[src/rtl/gear_pkg.sv]
// Shared gear encodings and display codes for the shift controller and display.
package gear_pkg;

  typedef enum logic [1:0] {
    GEAR_P = 2'd0,
    GEAR_R = 2'd1,
    GEAR_N = 2'd2,
    GEAR_D = 2'd3
  } gear_e;

  localparam logic [3:0] GEAR_CHAR_P = 4'd3;
  localparam logic [3:0] GEAR_CHAR_R = 4'd6;
  localparam logic [3:0] GEAR_CHAR_N = 4'd9;
  localparam logic [3:0] GEAR_CHAR_D = 4'd12;

  // 1-digit indicator code for a gear; every encoding maps to a legal code.
  function automatic logic [3:0] gear_to_char(input gear_e g);
    case (g)
      GEAR_P:  gear_to_char = GEAR_CHAR_P;
      GEAR_R:  gear_to_char = GEAR_CHAR_R;
      GEAR_N:  gear_to_char = GEAR_CHAR_N;
      default: gear_to_char = GEAR_CHAR_D;
    endcase
  endfunction

endpackage

[src/rtl/gear_shift_ctrl_if.sv]
// Button/pedal inputs and gear status outputs of the shift controller.
interface gear_shift_ctrl_if;
  logic       tick_db;
  logic       btn_up;
  logic       btn_down;
  logic       brake;
  logic [7:0] speed;
  logic [3:0] gear_char;
  logic [1:0] gear_state;
  logic       park_lock;
  logic       reverse_lamp;
  logic       shift_reject;

  modport master (
    output tick_db, btn_up, btn_down, brake, speed,
    input  gear_char, gear_state, park_lock, reverse_lamp, shift_reject
  );

  modport slave (
    input  tick_db, btn_up, btn_down, brake, speed,
    output gear_char, gear_state, park_lock, reverse_lamp, shift_reject
  );
endinterface

[src/rtl/btn_debounce.sv]
// One button: 2-flop synchronizer, tick-sampled debounce counter and a
// one-clk request pulse on the debounced rising edge.
module btn_debounce #(
  parameter int DEBOUNCE_TICKS = 4
) (
  input  logic clk,
  input  logic rst,
  input  logic i_tick,
  input  logic i_btn,
  output logic o_req
);

  localparam logic [7:0] CNT_LAST = 8'(DEBOUNCE_TICKS - 1);

  logic       r_sync1, r_sync2;
  logic       r_deb, r_deb_d;
  logic [7:0] r_cnt;
  logic       r_req;

  // Bring the asynchronous button into the clk domain.
  always_ff @(posedge clk) begin
    if (rst) begin
      r_sync1 <= 1'b0;
      r_sync2 <= 1'b0;
    end else begin
      r_sync1 <= i_btn;
      r_sync2 <= r_sync1;
    end
  end

  // Debounced level starts high so a button held through reset must be
  // released and pressed again before it can request a shift.
  always_ff @(posedge clk) begin
    if (rst) begin
      r_deb <= 1'b1;
      r_cnt <= 8'd0;
    end else if (r_sync2 == r_deb) begin
      r_cnt <= 8'd0;
    end else if (i_tick) begin
      if (r_cnt == CNT_LAST) begin
        r_deb <= r_sync2;
        r_cnt <= 8'd0;
      end else begin
        r_cnt <= r_cnt + 8'd1;
      end
    end
  end

  // Request pulse one cycle after the debounced level goes 0->1.
  always_ff @(posedge clk) begin
    if (rst) begin
      r_deb_d <= 1'b1;
      r_req   <= 1'b0;
    end else begin
      r_deb_d <= r_deb;
      r_req   <= r_deb & ~r_deb_d;
    end
  end

  assign o_req = r_req;

endmodule

[src/rtl/gear_shift_ctrl.sv]
// Turns debounced up/down requests into P/R/N/D with brake/speed interlocks.
module gear_shift_ctrl
  import gear_pkg::*;
#(
  parameter int DEBOUNCE_TICKS = 4
) (
  input  logic           clk,
  input  logic           rst,
  gear_shift_ctrl_if.slave bus
);

  // bit 0 = up, bit 1 = down
  logic [1:0] w_btn_raw;
  logic [1:0] w_req;

  assign w_btn_raw = {bus.btn_down, bus.btn_up};

  for (genvar g = 0; g < 2; g++) begin : g_btn
    btn_debounce #(.DEBOUNCE_TICKS(DEBOUNCE_TICKS)) u_db (
      .clk    (clk),
      .rst    (rst),
      .i_tick (bus.tick_db),
      .i_btn  (w_btn_raw[g]),
      .o_req  (w_req[g])
    );
  end

  gear_e r_gear, w_gear_nxt;
  logic  r_reject, w_reject_nxt;
  logic  w_stopped;

  assign w_stopped = (bus.speed == 8'd0);

  // Gear register and registered reject pulse.
  always_ff @(posedge clk) begin
    if (rst) begin
      r_gear   <= GEAR_P;
      r_reject <= 1'b0;
    end else begin
      r_gear   <= w_gear_nxt;
      r_reject <= w_reject_nxt;
    end
  end

  // Shift decision using this cycle's brake and speed; conflicting requests
  // are both refused.
  always_comb begin
    w_gear_nxt   = r_gear;
    w_reject_nxt = 1'b0;
    if (w_req[0] && w_req[1]) begin
      w_reject_nxt = 1'b1;
    end else if (w_req[0]) begin
      case (r_gear)
        GEAR_P:  if (bus.brake && w_stopped) w_gear_nxt = GEAR_R;
                 else w_reject_nxt = 1'b1;
        GEAR_R:  w_gear_nxt = GEAR_N;
        GEAR_N:  if (bus.brake || !w_stopped) w_gear_nxt = GEAR_D;
                 else w_reject_nxt = 1'b1;
        default: w_reject_nxt = 1'b1;
      endcase
    end else if (w_req[1]) begin
      case (r_gear)
        GEAR_D:  w_gear_nxt = GEAR_N;
        GEAR_N:  if (bus.brake && w_stopped) w_gear_nxt = GEAR_R;
                 else w_reject_nxt = 1'b1;
        GEAR_R:  if (w_stopped) w_gear_nxt = GEAR_P;
                 else w_reject_nxt = 1'b1;
        default: w_reject_nxt = 1'b1;
      endcase
    end
  end

  assign bus.gear_state   = r_gear;
  assign bus.gear_char    = gear_to_char(r_gear);
  assign bus.park_lock    = (r_gear == GEAR_P);
  assign bus.reverse_lamp = (r_gear == GEAR_R);
  assign bus.shift_reject = r_reject;

endmodule

[src/flat_wrapper.sv]
// flat-port wrapper written by rule: the top's interface ports become plain ports
module gear_shift_ctrl_flat import gear_pkg::*;
#(
  parameter int DEBOUNCE_TICKS = 4
)
  (clk, rst, bus_tick_db, bus_btn_up, bus_btn_down, bus_brake, bus_speed, bus_gear_char, bus_gear_state, bus_park_lock, bus_reverse_lamp, bus_shift_reject);
  gear_shift_ctrl_if bus_i ();
  input  logic clk;
  input  logic rst;
  input wire logic [$bits(bus_i.tick_db)-1:0] bus_tick_db;
  input wire logic [$bits(bus_i.btn_up)-1:0] bus_btn_up;
  input wire logic [$bits(bus_i.btn_down)-1:0] bus_btn_down;
  input wire logic [$bits(bus_i.brake)-1:0] bus_brake;
  input wire logic [$bits(bus_i.speed)-1:0] bus_speed;
  output wire logic [$bits(bus_i.gear_char)-1:0] bus_gear_char;
  output wire logic [$bits(bus_i.gear_state)-1:0] bus_gear_state;
  output wire logic [$bits(bus_i.park_lock)-1:0] bus_park_lock;
  output wire logic [$bits(bus_i.reverse_lamp)-1:0] bus_reverse_lamp;
  output wire logic [$bits(bus_i.shift_reject)-1:0] bus_shift_reject;
  assign bus_i.tick_db = bus_tick_db;
  assign bus_i.btn_up = bus_btn_up;
  assign bus_i.btn_down = bus_btn_down;
  assign bus_i.brake = bus_brake;
  assign bus_i.speed = bus_speed;
  assign bus_gear_char = bus_i.gear_char;
  assign bus_gear_state = bus_i.gear_state;
  assign bus_park_lock = bus_i.park_lock;
  assign bus_reverse_lamp = bus_i.reverse_lamp;
  assign bus_shift_reject = bus_i.shift_reject;
  gear_shift_ctrl #(.DEBOUNCE_TICKS(DEBOUNCE_TICKS)) u_core (.clk(clk), .rst(rst), .bus(bus_i));
endmodule
[config.mk]
export PLATFORM = sky130hd
export DESIGN_NAME = gear_shift_ctrl_flat
export DESIGN_NICKNAME = d
export VERILOG_FILES = /design/src/rtl/gear_pkg.sv /design/src/rtl/gear_shift_ctrl_if.sv /design/src/rtl/btn_debounce.sv /design/src/rtl/gear_shift_ctrl.sv /design/src/flat_wrapper.sv
export SDC_FILE = /design/constraint.sdc
export NUM_CORES = 1
export LEC_CHECK = 0
export CORE_MARGIN = 2
export CORE_UTILIZATION = 51
export CTS_CLUSTER_DIAMETER = 30
export DETAILED_ROUTE_END_ITERATION = 7
export MAX_ROUTING_LAYER = met4
export PLACE_DENSITY_LB_ADDON = 0.15
export RECOVER_POWER = 50
export SLEW_MARGIN = 20
export SYNTH_ARGS = -nofsm -noshare
export SYNTH_HDL_FRONTEND = slang
export SYNTH_SLANG_ARGS = --single-unit
[constraint.sdc]
create_clock -name clk -period 2.11 [get_ports clk]
set_clock_uncertainty 0.05 [all_clocks]
set_input_delay 0.5275 -clock clk [delete_from_list [all_inputs] [get_ports clk]]
set_output_delay 0.5275 -clock clk [all_outputs]
set_load 0.01 [all_outputs]
==> run summary, run 1 <==
The flow ran to the end, and the final reports show no timing, DRC or antenna violations. The launching element of the worst setup path is u_core.bus.gear_state[1]. After synthesis, the most frequently instantiated cells are dfxtp_1, nor2_1, nand2_1.

CTS built an H-tree with a depth of 2. The cell total after placement came out at between 200 and 250. The total of endpoints with negative setup slack in the final report is 0.

The starting utilization of the core area is 0.5435. STA classifies the critical path startpoint as a register. By area the synthesized netlist is led by dfxtp_1, nor2_1, ha_1. The arrival time of the worst setup path came out at between 1 and 1.5 ns.

The sequential fraction of the synthesis area came out at 0.4273. The antenna diode count is 0. The post-detailed-placement cell area is 0.001714 sq mm. Derived from the worst setup path, the maximum achievable clock frequency is a little under 500 MHz. The clock period minus final worst setup slack is between 2 and 2.5 ns. The final hold violation count came out at 0.

The number of nets in the layout is between 200 and 250. The path with the worst hold slack has its endpoint at u_core.g_btn[1].u_db.o_req. The post-route DRC violation count is 0. The number of enable flip-flop cells after synthesis came out at 0. The number of buffers inserted by hold repair at cts came out at 0. The required time at the endpoint of the critical path is 1.53 ns. The weighted congestion reported at the end of routability-driven placement came out at between 0.8 and 0.9. TritonCTS built the clock tree. The total wirelength of the detailed-routed design is ~2.8 mm. After technology mapping, the gate count stands at 152. Along the worst path, the maximum fanout reaches 5. The class of the most critical hold timing path is reg -> reg. The tool flagged a number of max-cap violations equal to 0. The routed wirelength normalized by instance count came out at 12.31 um. The wire length of the first global-routing pass came out at 4.767 mm. The via count of the first global-routing pass came to 1120. The share of final-layout standard cells stronger than drive strength 1 came out at 0.1949. The number of placement rows is 18. The number of clock sinks is 29. The area of the mapped netlist is between 0.001 and 0.0015 sq mm.

The count of placed standard cells in the final layout, fillers left out is around 230. The die area came out at around 0.0031 sq mm. The die span in x came out at about 56 um.

The total power of the final layout came out at 1.209 mW. Synthesis instantiated 33 different standard cells from the library. The number of antenna violations at the first check in global routing came out at 0.

Among all flip-flop cells after synthesis, the most frequent one is dfxtp_1. The number of pins with negative max-slew slack in the final report came out at 0. Setup repair after global routing left no endpoint under its margin. The final core area utilization came out at 0.7287. The start of the worst register-to-register path is u_core.bus.gear_state[0]. The number of design-rule violations left by the first detailed-router iteration is 26. The count of yosys warnings during synthesis came out at 0.

In this run, synthesis produced a sequential element count of 29. The transition time at the pin with the least slew margin came out at about 0.73 ns. The worst relative slew slack came out at 0.5152. The synthesis-to-layout area growth came out at 34.07%. The largest total area in the synthesized netlist belongs to dfxtp_1. The number of I/O port buffers is 22. Counting the buffers created by CTS gives 5.

The area share of the largest cell type after synthesis came out at 0.4273. The total I/O pin count is 23. Clock-pin slew was measured on the worst setup and hold paths at 0.09 ns. Dividing the synthesized area by the synthesized cell count gives about 8.9 sq um.

Synthesis produced a netlist with a net count of between 150 and 200. The post-DP HPWL came out at around 2.0 mm. In this run the vertical extent of the chip is between 50 and 60 um. The worst hold path startpoint is u_core.g_btn[1].u_db.r_deb_d. In the finished design, the share of the clock period the worst path needs comes to 0.9698. The number of vias per cell after detailed routing came out at ~5.3. The most common cell in the synthesized netlist is dfxtp_1.

Across the VDD grid, the largest voltage drop is about 0.00056 V. The number of cells on the worst reg-to-reg path is 7. The total global routing overflow is 0. The post-route standard cell area excluding fillers is about 0.0018 sq mm. The number of buffers on the longest clock path is 2. The worst setup path is of the reg -> out kind. The largest net degree at the start of global routing is 20.

The total power per unit cell area is approximately 660 mW/mm^2. The instance count along the most critical hold path came out at 1. Clock latency on the worst-skew pair, taken at its later pin, is around 0.33 ns.

The tree is rooted in a clkbuf_4. Detailed routing inserted a total of between 1000 and 1500 vias. The area inside the core boundary came out at approximately 0.0025 sq mm. The proportion of synthesized flip-flops having asynchronous set or reset is 0.

The endpoint identified for the worst register-to-register timing path is u_core.bus.gear_state[0]. The critical path capture point type is a primary output. Summed over all cells, the static leakage comes to 0.7169 nW. The detail route stage leaves a number of antenna-violating nets equal to 0.

The global-route total usage across every layer is 0.2067. The number of detailed-route iterations in the first pass came out at 4. The internal reg-to-reg setup slack came out at around 0.22 ns.
sequential cells by signal, summed over array words and instances, names as in the netlist:
name                       cells
u_core.g_btn.u_db.r_cnt       16
u_core.bus.gear_state          2
u_core.g_btn.u_db.o_req        2
u_core.g_btn.u_db.r_deb        2
u_core.g_btn.u_db.r_deb_d      2
u_core.g_btn.u_db.r_sync1      2
u_core.g_btn.u_db.r_sync2      2
u_core.bus.shift_reject        1
repair_timing:
action / CTS / global route
resized for setup: 13 / 5
endpoints found under the setup margin: 6 / 3
buffers inserted: 2 / 0
per-stage QoR:
step	TNS, ns	setup WS (ns)	hold WS (ns)
after floorplan	0	0.1914	0.3221
after global placement	-0.2582	-0.1721	0.3330
after detailed placement	-0.3891	-0.1596	0.3297
after CTS	-0.04015	-0.04015	0.3430
after global routing	0	0.002610	0.3616
final	0	0.06377	0.3397
routing by layer:
metal,vias to the layer above,share of wire,GRT usage
li1,605,-,-
met1,553,0.42,0.2121
met2,28,0.50,0.3503
met3,6,0.061,0.06977
met4,0,0.022,0.1045
met5,-,0,-
critical path, stage by stage (launching register included):
cell and delay (ns):
dfxtp_4 0.37, inv_1 0.07, ha_1 0.20, buf_4 0.15, nor2_1 0.08, nor2_1 0.04, clkdlybuf4s15_1 0.22
cell usage in the layout (no fill, tap or decap), drive strengths merged, types with 2 or more instances in the layout:
| cell | Yosys | final |
|---|---|---|
| ha | 7 | 7 |
| a211o | 2 | 2 |
| nand3 | 3 | 3 |
| nand4 | 5 | 5 |
| nor3b | 2 | 2 |
| mux2i | 3 | 3 |
| dlygate4sd2 | 0 | 3 |
| nor3 | 6 | 6 |
| bufinv | 0 | 2 |
| nand2 | 11 | 11 |
| inv | 5 | 5 |
| dlygate4sd3 | 0 | 3 |
| nor4 | 2 | 2 |
| nor2b | 4 | 4 |
| xor2 | 6 | 6 |
| buf | 0 | 15 |
| clkdlybuf4s50 | 0 | 13 |
| or2 | 4 | 4 |
| or4 | 4 | 4 |
| nor2 | 28 | 28 |
| nand2b | 2 | 2 |
| clkbuf | 4 | 9 |
| a21oi | 2 | 2 |
| xnor2 | 10 | 10 |
| mux2 | 2 | 2 |
| dfxtp | 29 | 29 |
cell families after synthesis:
group,synth area share
AO/OA/AOI/OAI,0.06816
adder cells (fa/ha/maj),0.06445
AND/OR/NAND/NOR,0.2735
buffers and inverters,0.02486
XOR/XNOR,0.1031
multiplexers,0.03867
flip-flops,0.4273
cell type report:
class	count	area, sq um
multi-input combinational	114	744.5
sequential	29	588.1
fill	206	678.2
tap	30	37.54
inverter	5	18.77
clock inverter	3	65.06
clock buffer	5	37.54
timing repair buffer	39	330.3
power by group:
group | total [mW] | switching [mW] | internal [mW]
Sequential | 0.567 | 0.0102 | 0.556
Clock | 0.562 | 0.195 | 0.367
Combinational | 0.0805 | 0.0332 | 0.0473
how the worst max path moves through the flow:
stage,to,slack (ns),depth (start not counted)
after floorplan,u_core.bus.shift_reject,0.19,4
after global placement,u_core.bus.shift_reject,-0.17,6
after detailed placement,u_core.bus.shift_reject,-0.16,6
after CTS,bus_gear_char[3],-0.04,4
after global routing,bus_gear_char[1],0.003,6
final,bus_gear_char[1],0.06,6
Power figures use the tool's default switching activity.
==> inputs of run 2 (changes only) <==
PLACE_DENSITY = 0.76   (was unset)
PLACE_DENSITY_LB_ADDON = unset   (was 0.15)
==> run summary, run 2 (synthesized netlist as in run 1, its figures left out) <==
The final hold violation count is 0 (unchanged). The wire length of the first global-routing pass is 4.795 mm (was 4.767 mm). The required time at the endpoint of the critical path came out at 1.53 ns (about the same). The die outline height is 55.62 um (unchanged).

The number of design-rule violations left by the first detailed-router iteration came out at 29 (was 26). The number of vias per cell after detailed routing came to 5.252 (was 5.298). The post-detailed-route count of antenna-violating nets is 0 (unchanged). The worst voltage drop across the vdd grid is 0.0005748 V (was 0.0005623 V). The number of pins with negative max-slew slack in the final report was 0 (unchanged). The antenna diode count came out at 0 (unchanged).

The clock latency of the later-clocked register in the worst-skew pair came to 0.33 ns (about the same). The number of max-cap violations was 0 (unchanged). The clock transition time at the flip-flop clock pins of the worst setup and hold paths is 0.09 ns (about the same).

The largest net degree at the start of global routing came out at 21 (was 20). The worst-case hold slack was 0.3441 ns (was 0.3397 ns). The area inside the core boundary is 0.002500 sq mm (unchanged).

The transition time at the pin with the least slew margin came out at 0.7511 ns (was 0.7271 ns). The number of H-tree levels is 2 (unchanged). The worst relative slew slack came out at 0.4993 (was 0.5152). The nature of the critical path startpoint is a register (unchanged). The number of nets in the layout came to 212 (was 215). The starting utilization of the core area is 0.5435 (unchanged). The synthesis-to-layout area growth came out at 31.22% (was 34.07%). The weighted congestion reported at the end of routability-driven placement came out at 0.8340 (was 0.8800). The worst slack at placement is -0.1576 ns (was -0.1596 ns). The internal reg-to-reg setup slack is 0.20 ns (was 0.22 ns). The leakage power summed over all cells is 0.6920 nW (was 0.7169 nW). The most common cell after layout, fill and taps aside is nor2_1 (unchanged).

The number of buffers inserted during clock tree synthesis is 5 (unchanged). Outcome: finished, final reports clean (unchanged). The total global routing overflow came out at 0 (unchanged). The via count of the first global-routing pass was 1154 (was 1120). The number of placement rows is 18 (unchanged).

The critical path capture point type was a primary output (unchanged). The peak clock frequency supported by timing is 491.8 MHz (was 488.7 MHz). The minimum setup slack in the final design came out at 0.07664 ns (was 0.06377 ns).

The post-route DRC violation count is 0 (unchanged). The number of detailed-route iterations in the first pass is 4 (unchanged). The total power per unit cell area is 627.5 mW/mm^2 (was 663.8 mW/mm^2).

The number of antenna violations at the first check in global routing came out at 0 (unchanged). The critical path class was reg -> out (unchanged). The die area is 0.003093 sq mm (unchanged). The largest register by flop count was u_core.g_btn.u_db.r_cnt (unchanged).

RSZ-0062 raised after global routing: false (unchanged). The global-route total usage across every layer came to 0.2053 (was 0.2067). The clock tree root driver cell is clkbuf_4 (unchanged). The CTS tree was yes (unchanged).

Highest-count cells in the layout ignoring fill and taps: nor2_1, dfxtp_1, clkdlybuf4s50_1, buf_4, nand2_1 (was nor2_1, dfxtp_1, buf_4, clkdlybuf4s50_1, nand2_1). The class of the most critical hold timing path is reg -> reg (unchanged). The post-detailed-placement cell area was 0.001692 sq mm (was 0.001714 sq mm).

The count of fill cells added during filler insertion is 204 (was 206). The number of clock sinks came to 29 (unchanged). The total of endpoints with negative setup slack in the final report is 0 (unchanged). The clock period minus final worst setup slack is 2.033 ns (was 2.046 ns).

The number of vias in the routed layout is 1166 (was 1192). The total wirelength of the detailed-routed design is 2.820 mm (was 2.769 mm). The flip-flop count of the largest register, all copies and words added is 16 (unchanged). The maximum fanout along the worst path is 4 (was 5). The die span in x came out at 55.62 um (unchanged). The routed wirelength normalized by instance count is 12.70 um (was 12.31 um). The final core area utilization is 0.7132 (was 0.7287).

The share of final-layout standard cells stronger than drive strength 1 came out at 0.1719 (was 0.1949). The number of I/O port buffers came out at 22 (unchanged). The post-route clock period utilization is 0.9637 (was 0.9698). The total power of the final layout was 1.119 mW (was 1.209 mW). The total I/O pin count is 23 (unchanged).

The post-route standard cell area excluding fillers was 0.001783 sq mm (was 0.001822 sq mm). The post-DP HPWL is 2.054 mm (was 2.026 mm). The arrival time of the worst setup path is 1.46 ns (was 1.47 ns). The number of buffers on the longest clock path is 2 (unchanged).
[run 2: cell types whose count changed in the layout (fill, tap and decap cells not counted)]
cell           before  now
buf_2               0    1
buf_4              15   13
bufinv_16           2    1
clkbuf_1            1    2
clkbuf_2            2    0
clkbuf_4            6    5
clkbuf_8            0    1
clkinv_2            1    0
dfxtp_2             0    1
dfxtp_4             2    1
dlygate4sd2_1       3    4
[run 2: metal layers]
layer / GRT usage / share of wire / up-vias
met4: 0.1010 / 0.021 / 0
li1: - / - / 595
met2: 0.3384 / 0.48 / 27
met3: 0.07907 / 0.060 / 7
met5: - / 0 / -
met1: 0.2141 / 0.44 / 537
[run 2: area by class of cell]
type | instances | area, sq um | area share
repair buffers | 36 | 311.5 | 0.1747
multi-input cells | 114 | 744.5 | 0.4175
clock buffers | 7 | 55.05 | 0.03088
flip-flops and latches | 29 | 585.6 | 0.3284
inverters | 5 | 18.77 | 0.01053
well taps | 30 | 37.54 | 0.02105
clock inverters | 1 | 30.03 | 0.01684
[run 2: critical path, stage by stage (launching register included)]
cell           delay [ns]
dfxtp_4              0.36
buf_4                0.14
ha_1                 0.20
nor2_1               0.11
nor2_1               0.05
dlygate4sd2_1        0.28
[run 2: per-stage QoR]
step,instances,TNS [ns]
after floorplan,152,0
after global placement,212,-0.2561
after detailed placement,212,-0.4501
after CTS,222,0
after global routing,222,0
final,222,0
[run 2: final timing paths]
check | startpoint | endpoint | depth (start not counted)
hold / removal | u_core.g_btn[0].u_db.r_deb_d | u_core.g_btn[0].u_db.o_req | 1
hold reg to reg | u_core.g_btn[0].u_db.r_deb_d | u_core.g_btn[0].u_db.o_req | 1
setup reg to reg | u_core.bus.gear_state[0] | u_core.bus.gear_state[0] | 7
setup / recovery | u_core.bus.gear_state[1] | bus_gear_char[0] | 5
[run 2: power by group]
part | leakage [nW] | total (mW) | switching [mW] | internal (mW)
combinational | 0.410 | 0.0776 | 0.0327 | 0.0449
sequential | 0.237 | 0.568 | 0.0104 | 0.558
clock | 0.0455 | 0.473 | 0.190 | 0.283
[run 2: what timing repair did]
| action | in CTS | in global routing |
|---|---|---|
| endpoints found under the setup margin | 6 | 1 |
| resized for setup | 13 | 3 |
| hold buffers | 0 | 0 |
| buffers inserted | 2 | 0 |
